**src/rtl/hazard_scheduler.sv**
```systemverilog
// Decode-to-execute hazard control: in-flight destination tracking, operand
// forwarding selects, load-use stalls, branch flush and halt drain sequencing.
module hazard_scheduler #(
  parameter int unsigned REG_AW       = 4,
  parameter int unsigned FLUSH_CYCLES = 2
) (
  input  logic              clk,
  input  logic              rst,
  input  logic              id_valid,
  input  logic [REG_AW-1:0] id_src1,
  input  logic              id_src1_used,
  input  logic [REG_AW-1:0] id_src2,
  input  logic              id_src2_used,
  input  logic [REG_AW-1:0] id_dst,
  input  logic              id_reg_write,
  input  logic              id_is_load,
  input  logic              id_is_halt,
  input  logic              ex_do_branch,
  output logic              issue,
  output logic              stall,
  output logic              flush,
  output logic [1:0]        fwd1_sel,
  output logic [1:0]        fwd2_sel,
  output logic              halted
);

  localparam int unsigned CNT_W = (FLUSH_CYCLES > 1) ? $clog2(FLUSH_CYCLES + 1) : 1;
  localparam logic [CNT_W-1:0] CNT_RELOAD = CNT_W'(FLUSH_CYCLES - 1);

  typedef enum logic [1:0] {
    S_RUN    = 2'd0,
    S_FLUSH  = 2'd1,
    S_DRAIN  = 2'd2,
    S_HALTED = 2'd3
  } state_t;

  state_t             state, state_nxt;
  logic [CNT_W-1:0]   cnt, cnt_nxt;

  logic               ex_valid, ex_wr, ex_load;
  logic [REG_AW-1:0]  ex_dst;
  logic               mem_valid, mem_wr;
  logic [REG_AW-1:0]  mem_dst;

  logic               m1_ex, m2_ex, m1_mem, m2_mem;
  logic               load_use;
  logic [1:0]         sel1, sel2;

  // Producer matches against the decode operands
  always_comb begin
    m1_ex    = ex_valid  && ex_wr  && (ex_dst  == id_src1) && id_src1_used;
    m2_ex    = ex_valid  && ex_wr  && (ex_dst  == id_src2) && id_src2_used;
    m1_mem   = mem_valid && mem_wr && (mem_dst == id_src1) && id_src1_used;
    m2_mem   = mem_valid && mem_wr && (mem_dst == id_src2) && id_src2_used;
    load_use = id_valid && ex_load && (m1_ex || m2_ex);
    sel1     = (m1_ex && !ex_load) ? 2'd1 : (m1_mem ? 2'd2 : 2'd0);
    sel2     = (m2_ex && !ex_load) ? 2'd1 : (m2_mem ? 2'd2 : 2'd0);
  end

  // Next state and combinational pipeline controls
  always_comb begin
    state_nxt = state;
    cnt_nxt   = cnt;
    issue     = 1'b0;
    stall     = 1'b0;
    flush     = 1'b0;
    case (state)
      S_RUN: begin
        stall = id_valid && load_use;
        if (ex_do_branch) begin
          flush = 1'b1;
          if (FLUSH_CYCLES > 1) begin
            state_nxt = S_FLUSH;
            cnt_nxt   = CNT_RELOAD;
          end
        end else begin
          issue = id_valid && !load_use;
          if (issue && id_is_halt) state_nxt = S_DRAIN;
        end
      end
      S_FLUSH: begin
        flush = 1'b1;
        stall = 1'b1;
        if (ex_do_branch) begin
          cnt_nxt = CNT_RELOAD;
        end else begin
          cnt_nxt = cnt - CNT_W'(1);
          if (cnt == CNT_W'(1)) state_nxt = S_RUN;
        end
      end
      S_DRAIN: begin
        stall = 1'b1;
        // EX empties into MEM at this edge, so both slots are empty afterwards
        if (!ex_valid) state_nxt = S_HALTED;
      end
      S_HALTED: begin
        stall = 1'b1;
      end
      default: state_nxt = S_RUN;
    endcase
  end

  always_ff @(posedge clk or posedge rst) begin
    if (rst) begin
      state  <= S_RUN;
      cnt    <= '0;
      halted <= 1'b0;
    end else begin
      state  <= state_nxt;
      cnt    <= cnt_nxt;
      halted <= (state_nxt == S_HALTED);
    end
  end

  // Scoreboard slots and registered forwarding selects
  always_ff @(posedge clk or posedge rst) begin
    if (rst) begin
      ex_valid  <= 1'b0;
      ex_wr     <= 1'b0;
      ex_load   <= 1'b0;
      ex_dst    <= '0;
      mem_valid <= 1'b0;
      mem_wr    <= 1'b0;
      mem_dst   <= '0;
      fwd1_sel  <= 2'd0;
      fwd2_sel  <= 2'd0;
    end else begin
      mem_valid <= ex_valid;
      mem_wr    <= ex_wr;
      mem_dst   <= ex_dst;
      ex_valid  <= issue;
      ex_wr     <= issue && id_reg_write;
      ex_load   <= issue && id_is_load;
      ex_dst    <= id_dst;
      fwd1_sel  <= issue ? sel1 : 2'd0;
      fwd2_sel  <= issue ? sel2 : 2'd0;
    end
  end

endmodule

```
**config.mk**
```make
export PLATFORM = sky130hd
export DESIGN_NAME = hazard_scheduler
export DESIGN_NICKNAME = d
export VERILOG_FILES = /design/src/rtl/hazard_scheduler.sv
export SDC_FILE = /design/constraint.sdc
export NUM_CORES = 1
export LEC_CHECK = 0
export ABC_AREA = 1
export CORE_UTILIZATION = 29
export DETAILED_ROUTE_END_ITERATION = 10
export DONT_BUFFER_PORTS = 1
export MAX_ROUTING_LAYER = met4
export PLACE_DENSITY = 0.4
export SYNTH_ARGS = -nofsm -noshare
export SYNTH_HDL_FRONTEND = slang
export SYNTH_SLANG_ARGS = --single-unit
```
**constraint.sdc**
```tcl
create_clock -name clk -period 2.92 [get_ports clk]
set_input_delay 0.146 -clock clk [delete_from_list [all_inputs] [get_ports clk]]
set_output_delay 0.146 -clock clk [all_outputs]
set_load 0.1 [all_outputs]
```
**Yosys cells after proc, flatten, opt, wreduce, memory -nomap -nowiden**

Cells that the tools add are included.

- Reductions and logical operators: 26
- $add $sub $neg: 1
- Muxes and demuxes: 20
- Eq/ne operators: 10

Operators with widths:

| operator | number |
|---|---|
| 2-to-1 mux 2 bit | 13 |
| logical AND 1 bit | 19 |
| == test 4 bit | 4 |
| == test 2 bit, second input constant | 3 |
| one-hot mux 2 bit (3 select lines) | 1 |
| == test 2 x 1 -> 1 bit, second input constant | 2 |
| one-hot mux 1 bit (2 select lines) | 2 |
| one-hot mux 2 bit (2 select lines) | 1 |
| 2-to-1 mux 1 bit | 3 |
| OR reduction 3 bit | 1 |
| logical NOT 1 bit | 2 |
| logical NOT 2 bit | 1 |
| != test 2 bit, second input constant | 1 |
| AND reduction 2 bit | 1 |
| nonzero test 2 bit | 1 |
| subtractor 2 x 1 -> 2 bit, second input constant | 1 |
| logical OR 1 bit | 1 |

- Output and inout port bits: 8
- Word-level logic and storage cells: 69
- Bits in registers: 22
- Input bits: 21

**Depth between registers and ports, before layout**

- Word-level depth: 12
- Gate-level depth with buffers: 9
- Depth with buffers taken out: 9

**Worst setup path after synthesis**

Ideal clock, no wire load.

- Path kind: reg-to-reg
- From: register state[0]
- To: register state[0]
- Path slack: 1.125 ns
- Required time: 2.858 ns
- Library setup time: 0.062 ns
- Period minus slack after synthesis: 1.795 ns
- Arrival: 1.733 ns
- Cell stages (with the launch flop): 6
- Buffers on the path: 0
- Cell sequence: dfrtp_1 > inv_1 > a21oi_2 > inv_1 > a31oi_1 > or2_2

- Word-level cells in the longest chain between the ends: 3
- Elaborated cells between the ends (all ways): 9
- Classes of those cells: eq/ne (2); mux (6); reduce/logical (1)

Ends and longest elaborated chain:

| what | RTL line | text |
|---|---|---|
| from (decl) | 37 | `state_t state, state_nxt;` |
| from (signal assigned) | 109 | `state <= state_nxt;` |
| 2-to-1 mux 2 bit, on equally long branches | 88, 78 |  |
| 2-to-1 mux 2 bit, on equally long branches | 84, 70 |  |
| one-hot mux 2 bit (3 select lines) * | 67 | `case (state)` |
| net state_nxt[0] | 37 |  |

The timed path passes the listed nets; every way through them passes the cells marked *.
A chain may end at the register's enable or synchronous reset.

**Final worst setup path**

- From: register ex_dst[0]
- To: output port stall

- Word-level cells in the longest chain between the ends: 7
- Elaborated cells between the ends (all ways): 10
- Classes of those cells: eq/ne (2); mux (1); reduce/logical (7)

Ends and longest elaborated chain:

| what | RTL line | text |
|---|---|---|
| from (decl) | 41 | `logic [REG_AW-1:0] ex_dst;` |
| from (signal assigned) | 134 | `ex_dst <= id_dst;` |
| == test 4 bit, on equally long branches | 51, 52 |  |
| logical AND 1 bit, on equally long branches (2 in series) | 51, 52 |  |
| logical OR 1 bit * | 55 | `load_use = id_valid && ex_load && (m1_ex \|\| m2_ex);` |
| logical AND 1 bit * | 55 |  |
| logical AND 1 bit * | 69 | `stall = id_valid && load_use;` |
| one-hot mux 1 bit (2 select lines) * | 67 |  |
| to (decl) | 20 | `output logic stall,` |

Every way passes the cells marked *; elsewhere a longest branch is shown, timed or not.

==> results.py <==
metrics = {
    "outcome": {
        "outcome": "completed",
    },
    "setup_path": {
        "crit_fanout": 4,
        "start_kind": "flop",
        "worstReg2RegEnd": "ex_wr",
        "worstPathRequired_ps": 2770,
        "rrSetupSlack_ps": 1120,
        "cp_cell_sequence": "inv_1 > nand2_1 > nand2_1 > nor2_1 > nand3_1 > nand2_1 > nand2_2 > nand2_1",
        "cp-end-kind": "output pin",
        "reg2reg_depth": 10,
        "cp_data_arrival_time_ps": 1980,
        "worst_path_most_repeated_cell": "nand2_1",
        "critPathSlowestCell": "nand2_1",
        "cpPeakStageDelay_ps": 680,
        "crit_type": "reg -> out",
        "reg2reg_from": "ex_dst[0]",
    },
    "global_routing": {
        "grt_pass1_wl_um": 3332,
        "grt_usage": 0.1299,
        "grt_pass1_vias": 757,
        "grt_max_degree": 23,
        "overflow": 0,
        "antenna_found_initial": 0,
    },
    "placed_design": {
        "port_buffers": 0,
        "gp_congestion": 0.7723,
        "hpwl_um": 1606,
        "pre_cts_ws_ps": 1124,
    },
    "detailed_routing": {
        "vias": 778,
        "routed_wl_um": 2010,
        "drtPass1Iterations": 4,
        "wl_per_cell_um": 10.81,
        "routed_via_density": 4.183,
        "ant_nets": 0,
        "drt_iter0_markers": 16,
        "drc": 0,
    },
    "sta": {
        "max_slew_margin": 0.3939,
        "fin_skew_ps": 9.228,
        "finalSetupViolations": 0,
        "timing.final.crit_share": 0.7294,
        "timing.final.max_slew_violations": 0,
        "finalSetupTns_ps": 0,
        "max_freq_mhz": 469.5,
        "hold_violations": 0,
        "period_needed_ps": 2130,
        "fin_ws_ps": 790.1,
        "worst_pin_slew_ps": 907.0,
        "rsz0062_at_grt": "false",
    },
    "min_path": {
        "min_path_type": "in -> reg",
        "hp-start": "id_src1_used",
        "worstHoldEndpoint": "fwd1_sel[1]",
        "worstHoldPathCells": 4,
    },
    "clock_tree": {
        "cts_tree": "built",
        "htree_levels": 1,
        "insertion_delay_ps": 310,
        "clk_pin_slew_ps": 120,
        "cts_buffer_depth": 2,
        "numCtsBuffers": 3,
        "cts_root_buffer": "clkbuf_4",
        "cts.sinks": 22,
    },
    "cells_and_area": {
        "finalCoreUtilization": 0.3750,
        "fillers": 379,
        "drive_gt1_frac": 0.09286,
        "diodes": 0,
        "multi_input_area_um2": 395.4,
        "syn2layout_area_growth_pct": 22.18,
        "most-common-layout-cells": "nand2_1 (32), inv_1 (23), dfrtp_1 (22)",
        "regArea_um2": 550.5,
        "final_common_cell": "nand2_1",
        "final_nets": 163,
    },
    "floorplan": {
        "placementRows": 21,
        "dieHeight_um": 61.66,
        "die_area_um2": 3802,
        "initial_core_util": 0.3069,
        "io_pins": 29,
        "die_w_um": 61.66,
        "core_area_um2": 3363,
    },
    "synth": {
        "ys_types": 19,
        "ys.warnings.count": 0,
        "synth_xor_area_frac": 0.05939,
        "synthSimpleGateAreaFrac": 0.2764,
        "synth_cells": 122,
        "synthesis.nets": 144,
        "yosysTopAreaCellShare": 0.5333,
        "muxShareOfSynthArea": 0,
        "synth_top_family_by_area": "simple AND/OR/NAND/NOR gates",
        "syn_area_um2": 1032,
        "avgSynthCellArea_um2": 8.461,
        "synth_top_cell_by_area": "dfrtp_1",
        "ys_ff_latch": 22,
        "yosysSeqAreaShare": 0.5333,
        "ys_top_cells_by_area": "dfrtp_1 (53%), nand2_1 (12%), inv_1 (8.4%), xnor2_1 (5.1%), nand3_1 (4.4%)",
        "synth_compound_area_frac": 0.03515,
        "synth_fa_ha_area_frac": 0.01212,
    },
    "pwr": {
        "leakage_nw": 0.6256,
        "p_switching_mw": 0.1218,
        "switching_share": 0.2300,
        "internal_power_mw": 0.4077,
        "peakVddDrop_mv": 0.1577,
        "seqPwrFrac": 0.595,
        "combPwrFrac": 0.086,
        "p_per_area_nw_per_um2": 419.8,
        "total_power_mw": 0.5295,
        "power_frac_clock": 0.319,
    },
    "job": {
        "cap_violations": 0,
    },
}
what timing repair did:
item	CTS	global route
hold buffers	12	0
buffers inserted	0	0
hold endpoints to repair	32	0
gates resized for setup	0	0
power groups by stage:
stage	Combinational, mW	Sequential [mW]	Clock [mW]
final	0.0453	0.315	0.169
after detailed placement	0.0366	0.321	0
after floorplan	0.0290	0.320	0
after global placement	0.0362	0.321	0
after global routing	0.0524	0.317	0.192
after CTS	0.0468	0.315	0.179
synthesized netlist by cell type:
cell and n:
nor3b_1 1, or2_2 2, nor3_1 2, nand3_4 1, nor2_1 11, xnor2_1 6, o21ai_0 1, a21oi_2 1
nor2_2 2, ha_1 1, nand2_1 32, a31oi_1 2, nand3_1 9, nand2_2 1, a21oi_1 2, xor2_1 1
dfrtp_1 22, nand4_1 2, inv_1 23
routing by layer:
layer,vias up,wire length [um],global-route usage
met1,347,959,0.1641
met5,-,0,-
li1,408,-,-
met2,21,897,0.1889
met4,0,19,0.04762
met3,2,135,0.04832
flip-flops by register name, summed over array words and instances (netlist names):
signal     cells
ex_valid       1
halted         1
mem_valid      1
mem_dst        4
ex_load        1
mem_wr         1
ex_wr          1
fwd1_sel       2
state          2
ex_dst         4
cnt            2
fwd2_sel       2
worst max-delay path, delay by kind of cell (launching register included):
kind / cells / cell delay, ps
flops: 1 / 410
simple gates: 7 / 1210
buf+inv: 1 / 70
cell type report:
| cell class | count | area share |
|---|---|---|
| sequential | 22 | 0.4365 |
| clock buffer | 4 | 0.02877 |
| inverter | 23 | 0.06845 |
| tap | 46 | 0.04563 |
| multi-input combinational | 77 | 0.3135 |
| timing repair buffer | 14 | 0.1071 |
worst max-delay path by stage:
stage                     endpoint  cells past startpoint  startpoint
after detailed placement     stall                      8   ex_dst[0]
final                        stall                      8   ex_dst[0]
after floorplan           state[0]                      5    state[0]
after global routing         stall                      8   ex_dst[0]
after global placement       stall                      8   ex_dst[0]
after CTS                    stall                      8   ex_dst[0]
cell families after synthesis:
logic type | count (synthesis)
buffers and inverters | 23
AO/OA/AOI/OAI | 6
XOR/XNOR | 7
adder cells (fa/ha/maj) | 1
AND/OR/NAND/NOR | 63
flip-flops | 22
metrics by stage:
stage	instance area [um2]	instances	hold slack (ps)
after global placement	1105	170	177.5
after detailed placement	1105	170	177.5
after floorplan	1032	122	135.2
final	1261	186	77.58
after global routing	1261	186	90.92
after CTS	1261	186	68.96
No activity file was read; power rests on OpenSTA's default activity.
